<file path="src/rtl/multicycle_control.sv">
// multicycle_control: Moore control FSM for a multicycle MIPS-style datapath.
// Handshake: mem_ready is a completion strobe. FETCH, MEMRD and MEMWR keep their
// memory request asserted and hold state until a cycle with mem_ready=1 occurs.
// That cycle completes the access and the FSM advances on the next edge.
// Optional feature: define MC_ADDI_EN to add addi support (ADDIEX/ADDIWB states).
// Without it, opcode 001000 is treated as illegal.
module multicycle_control (
    input  logic       clk,
    input  logic       rst_n,
    input  logic [5:0] opcode,
    input  logic       mem_ready,
    output logic       memread,
    output logic       memwrite,
    output logic       irwrite,
    output logic       iord,
    output logic       pcwrite,
    output logic       pcwritecond,
    output logic [1:0] pcsrc,
    output logic       regwrite,
    output logic       regdst,
    output logic       memtoreg,
    output logic       alusrca,
    output logic [1:0] alusrcb,
    output logic [1:0] aluop,
    output logic [3:0] state,
    output logic       illegal
);

    typedef enum logic [3:0] {
        S_FETCH  = 4'd0,
        S_DECODE = 4'd1,
        S_MEMADR = 4'd2,
        S_MEMRD  = 4'd3,
        S_MEMWB  = 4'd4,
        S_MEMWR  = 4'd5,
        S_EXEC   = 4'd6,
        S_ALUWB  = 4'd7,
        S_BRANCH = 4'd8,
        S_JUMP   = 4'd9
`ifdef MC_ADDI_EN
        ,
        S_ADDIEX = 4'd10,
        S_ADDIWB = 4'd11
`endif
    } state_e;

    localparam logic [5:0] OP_RTYPE = 6'b000000;
    localparam logic [5:0] OP_LW    = 6'b100011;
    localparam logic [5:0] OP_SW    = 6'b101011;
    localparam logic [5:0] OP_BEQ   = 6'b000100;
    localparam logic [5:0] OP_J     = 6'b000010;
`ifdef MC_ADDI_EN
    localparam logic [5:0] OP_ADDI  = 6'b001000;
`endif

    state_e state_q, state_d;
    // The opcode is only valid in DECODE, so lw/sw is remembered for MEMADR.
    logic   is_sw_q, is_sw_d;
    logic   illegal_dec;

    // State register with asynchronous active-low reset.
    always_ff @(posedge clk or negedge rst_n) begin
        if (!rst_n) begin
            state_q <= S_FETCH;
            is_sw_q <= 1'b0;
        end else begin
            state_q <= state_d;
            is_sw_q <= is_sw_d;
        end
    end

    // Next-state logic and opcode decode.
    always_comb begin
        state_d     = state_q;
        is_sw_d     = is_sw_q;
        illegal_dec = 1'b0;
        case (state_q)
            S_FETCH:  if (mem_ready) state_d = S_DECODE;
            S_DECODE: begin
                is_sw_d = (opcode == OP_SW);
                case (opcode)
                    OP_LW, OP_SW: state_d = S_MEMADR;
                    OP_RTYPE:     state_d = S_EXEC;
                    OP_BEQ:       state_d = S_BRANCH;
                    OP_J:         state_d = S_JUMP;
`ifdef MC_ADDI_EN
                    OP_ADDI:      state_d = S_ADDIEX;
`endif
                    default: begin
                        state_d     = S_FETCH;
                        illegal_dec = 1'b1;
                    end
                endcase
            end
            S_MEMADR: state_d = is_sw_q ? S_MEMWR : S_MEMRD;
            S_MEMRD:  if (mem_ready) state_d = S_MEMWB;
            S_MEMWB:  state_d = S_FETCH;
            S_MEMWR:  if (mem_ready) state_d = S_FETCH;
            S_EXEC:   state_d = S_ALUWB;
            S_ALUWB:  state_d = S_FETCH;
            S_BRANCH: state_d = S_FETCH;
            S_JUMP:   state_d = S_FETCH;
`ifdef MC_ADDI_EN
            S_ADDIEX: state_d = S_ADDIWB;
            S_ADDIWB: state_d = S_FETCH;
`endif
            default:  state_d = S_FETCH;
        endcase
    end

    // Moore output decode. While reset is low, all outputs are forced to zero.
    always_comb begin
        memread     = 1'b0;
        memwrite    = 1'b0;
        irwrite     = 1'b0;
        iord        = 1'b0;
        pcwrite     = 1'b0;
        pcwritecond = 1'b0;
        pcsrc       = 2'b00;
        regwrite    = 1'b0;
        regdst      = 1'b0;
        memtoreg    = 1'b0;
        alusrca     = 1'b0;
        alusrcb     = 2'b00;
        aluop       = 2'b00;
        illegal     = 1'b0;
        state       = 4'd0;
        if (rst_n) begin
            state = state_q;
            case (state_q)
                S_FETCH: begin
                    memread = 1'b1;
                    alusrcb = 2'b01;
                    irwrite = mem_ready;
                    pcwrite = mem_ready;
                end
                S_DECODE: begin
                    alusrcb = 2'b11;
                    illegal = illegal_dec;
                end
                S_MEMADR: begin
                    alusrca = 1'b1;
                    alusrcb = 2'b10;
                end
                S_MEMRD: begin
                    memread = 1'b1;
                    iord    = 1'b1;
                end
                S_MEMWB: begin
                    regwrite = 1'b1;
                    memtoreg = 1'b1;
                end
                S_MEMWR: begin
                    memwrite = 1'b1;
                    iord     = 1'b1;
                end
                S_EXEC: begin
                    alusrca = 1'b1;
                    aluop   = 2'b10;
                end
                S_ALUWB: begin
                    regwrite = 1'b1;
                    regdst   = 1'b1;
                end
                S_BRANCH: begin
                    alusrca     = 1'b1;
                    aluop       = 2'b01;
                    pcwritecond = 1'b1;
                    pcsrc       = 2'b01;
                end
                S_JUMP: begin
                    pcwrite = 1'b1;
                    pcsrc   = 2'b10;
                end
`ifdef MC_ADDI_EN
                S_ADDIEX: begin
                    alusrca = 1'b1;
                    alusrcb = 2'b10;
                end
                S_ADDIWB: begin
                    regwrite = 1'b1;
                end
`endif
                default: ;
            endcase
        end
    end

endmodule

</file>
<file path="config.mk">
export PLATFORM = sky130hd
export DESIGN_NAME = multicycle_control
export DESIGN_NICKNAME = d
export VERILOG_FILES = /design/src/rtl/multicycle_control.sv
export SDC_FILE = /design/constraint.sdc
export NUM_CORES = 1
export LEC_CHECK = 0
export BUFFER_PORTS_ARGS = -buffer_cell sky130_fd_sc_hd__buf_4
export CORE_UTILIZATION = 43
export CTS_CLUSTER_SIZE = 8
export DETAILED_ROUTE_END_ITERATION = 6
export GPL_ROUTABILITY_DRIVEN = 0
export PLACE_DENSITY_LB_ADDON = 0.3
export SYNTH_ARGS = -nofsm -noshare
export SYNTH_HDL_FRONTEND = slang
export SYNTH_SLANG_ARGS = --single-unit
</file>
<file path="constraint.sdc">
create_clock -name clk -period 1.5 [get_ports clk]
set_input_delay 0.075 -clock clk [delete_from_list [all_inputs] [get_ports clk]]
set_output_delay 0.075 -clock clk [all_outputs]
set_load 0.005 [all_outputs]
</file>
==> flow_metrics.env <==
export IMPL_most_common_layout_cells="buf_4, nor2_1, nand2_1, and2_1"
export IMPL_slew_headroom_pct=74.71
export IMPL_cellPowerDensity_nw_per_um2=672.7
export IMPL_timing_fmax_ghz=0.6578
export IMPL_area_growth_pct=73.19
export IMPL_cp_end_kind="output pin"
export IMPL_grt_antenna_before_repair=0
export IMPL_synth_compound_area_share_pct=11.43
export IMPL_ioPinCount=30
export IMPL_worst_pin_slew_ns=0.3759
export IMPL_numClockSinks=5
export IMPL_path_cells="buf_6 -> and2_1 -> nand2b_1 -> nor2_1 -> buf_4"
export IMPL_setup_viol=2
export IMPL_max_stage_delay_ns=0.40
export IMPL_groute_usage_overall_pct=27.27
export IMPL_cp_data_required_time_ns=1.42
export IMPL_grt_pass1_wl_um=2691
export IMPL_status="finished with violations"
export IMPL_post_drt_via_cell_ratio=5.785
export IMPL_ys_types=30
export IMPL_fp_dieH_um=38.39
export IMPL_syn_num_nets=91
export IMPL_fin_crit_sh_pct=101.4
export IMPL_multi_input_area_um2=484.2
export IMPL_slew_viol_final=0
export IMPL_crit_fanout=5
export IMPL_rsz0062_at_grt="yes"
export IMPL_violations="setup timing"
export IMPL_num_vias=781
export IMPL_fin_util_pct=84.19
export IMPL_root_buffer="clkbuf_4"
export IMPL_dp_hpwl_um=1200
export IMPL_hold_violations=0
export IMPL_first_iter_violations=6
export IMPL_cts_max_path_buffers=2
export IMPL_ys_ff_latch=5
export IMPL_postSynthAreaPerCell_um2=6.943
export IMPL_yosys_area_share_simple_pct=52.09
export IMPL_synth_fa_ha_area_share_pct=0
export IMPL_path_buf_inv=2
export IMPL_numCtsBuffers=3
export IMPL_slowest_stage="dfrtp_1"
export IMPL_fin_skew_ns=0.01397
export IMPL_dieArea_um2=1473
export IMPL_final_common_cell="buf_4"
export IMPL_leakage_uw=0.0004539
export IMPL_hold_class="primary input to flop"
export IMPL_clk_latency_ns=0.26
export IMPL_port_buffer_count=29
export IMPL_drive_gt1_share_pct=48.76
export IMPL_regArea_um2=127.6
export IMPL_drcViolationCount=0
export IMPL_stdcell_count=135
export IMPL_h_tree_depth=1
export IMPL_netlist_instances=82
export IMPL_cap_violations=0
export IMPL_start_kind="flop"
export IMPL_ys_seq_area_share_pct=21.98
export IMPL_netlist_area_um2=569.3
export IMPL_dieWidth_um=38.39
export IMPL_synth_top_family_by_area="simple AND/OR/NAND/NOR gates"
export IMPL_clk_pin_slew_ns=0.05
export IMPL_setup_ws_ns=-0.02028
export IMPL_muxShareOfSynthArea_pct=3.516
export IMPL_ys_warn_count=0
export IMPL_crit_arrival_ns=1.45
export IMPL_core_um2=1171
export IMPL_fill_cells=77
export IMPL_grt_max_degree=13
export IMPL_synth_xor_xnor_area_share_pct=4.615
export IMPL_nets=131
export IMPL_peakVddDrop_v=0.0006977
export IMPL_overflow=0
export IMPL_crit_family="simple AND/OR/NAND/NOR gates"
export IMPL_wl_per_cell_um=13.93
export IMPL_period_needed_ns=1.520
export IMPL_rows=12
export IMPL_grt_pass1_vias=630
export IMPL_drt_wl_total_um=1881
export IMPL_cts_tree="yes"
export IMPL_antennaDiodeCount=0
export IMPL_drt_pre_antenna_iters=5
export IMPL_start_util_pct=48.61
export IMPL_crit_type="flop to output pin"
export IMPL_postRouteAntennaNets=0
export IMPL_dp_cells=124
==> routing by layer <==
| metal | vias to the layer above | wire, µm | track usage, % |
|---|---|---|---|
| met1 | 352 | 698 | 25.62 |
| met5 | - | 0 | 0 |
| met3 | 13 | 116 | 5.233 |
| met4 | 0 | 73 | 16.38 |
| met2 | 47 | 993 | 52.97 |
| li1 | 369 | - | - |
==> registers in the layout, indices dropped and copies added (netlist names) <==
signal and count:
is_sw_q 1, state_q 4
==> cell type report <==
class	instances	share of cell area (%)
multi-input cells	69	49.11
well taps	14	1.777
inverters	1	0.3807
repair buffers	42	33.12
clock buffers	4	2.665
flip-flops and latches	5	12.94
==> power breakdown <==
part           total [µW]  switching [µW]  internal (µW)
combinational         329             160            169
sequential            170            22.6            147
clock                 165            63.7            101
==> synth_stat cells <==
| master | instances | area (µm²) |
|---|---|---|
| a2111oi_0 | 1 | 8.760 |
| a21oi_1 | 1 | 5.000 |
| a21oi_2 | 1 | 8.760 |
| a221o_1 | 1 | 10.01 |
| a311oi_1 | 1 | 8.760 |
| and2_1 | 4 | 25.02 |
| and3_1 | 1 | 6.260 |
| buf_1 | 1 | 3.750 |
| buf_2 | 2 | 10.01 |
| buf_4 | 1 | 7.510 |
| clkbuf_1 | 3 | 11.26 |
| dfrtp_1 | 5 | 125.1 |
| inv_1 | 1 | 3.750 |
| mux2i_1 | 2 | 20.02 |
| nand2_1 | 9 | 33.78 |
| nand2b_1 | 4 | 25.02 |
| nand3_1 | 2 | 10.01 |
| nand4_1 | 1 | 6.260 |
| nor2_1 | 14 | 52.55 |
| nor2b_1 | 3 | 18.77 |
| nor3_1 | 4 | 20.02 |
| nor3b_1 | 4 | 30.03 |
| nor4_1 | 2 | 12.51 |
| nor4b_1 | 2 | 17.52 |
| o21ai_0 | 3 | 15.01 |
| o32ai_1 | 1 | 8.760 |
| or3_1 | 3 | 18.77 |
| or4b_1 | 2 | 20.02 |
| xnor2_1 | 2 | 17.52 |
| xor2_1 | 1 | 8.760 |
==> worst register-to-register path, stage by stage, from the launching register on <==
cell	delay, ns
dfrtp_1	0.41
buf_4	0.15
nor4b_2	0.33
nand3_1	0.14
a311oi_1	0.35
==> through the flow <==
step | instance area [µm²] | setup TNS (ns) | total power (µW) | setup slack (ns) | hold WS (ns)
after global placement | 817.0 | 0 | 417.7 | 0.05851 | -0.09666
after global routing | 985.9 | -0.2610 | 700.3 | -0.08032 | 0.02679
after detailed placement | 817.0 | 0 | 426.9 | 0.05962 | -0.09443
after CTS | 914.6 | 0 | 625.9 | 0.004895 | 0.01273
after floorplan | 569.3 | 0 | 309.8 | 0.08658 | -0.2206
final | 985.9 | -0.02307 | 663.2 | -0.02028 | 0.02286
==> logic make-up after synthesis <==
logic type | count (synthesis)
mux | 2
buf+inv | 8
compound gates | 9
simple gates | 55
flops | 5
xor+xnor | 3
==> path summary, 6_finish.rpt <==
path	start	end	slack, ns	cells after the start
worst max-delay path	state_q[2]$_DFFE_PN0P_	regdst	-0.02	5
worst max register to register	state_q[2]$_DFFE_PN0P_	state_q[2]$_DFFE_PN0P_	0	4
worst min register to register	is_sw_q$_DFFE_PN0N_	is_sw_q$_DFFE_PN0N_	0.52	2
min in group asynchronous	rst_n	state_q[2]$_DFFE_PN0P_	0.18	2
max in group asynchronous	rst_n	is_sw_q$_DFFE_PN0N_	1.17	2
worst min-delay path	opcode[4]	state_q[3]$_DFFE_PN0P_	0.02	2
==> repair_timing <==
action | 4_1_cts | 5_1_grt
gates cloned | 0 | 1
hold buffers | 1 | 0
endpoints found under the hold margin | 5 | 0
pin swaps | 1 | 4
setup buffers | 3 | 2
endpoints found under the setup margin | 8 | 11
gates resized for setup | 10 | 12
No activity file was read; power rests on OpenSTA's default activity.
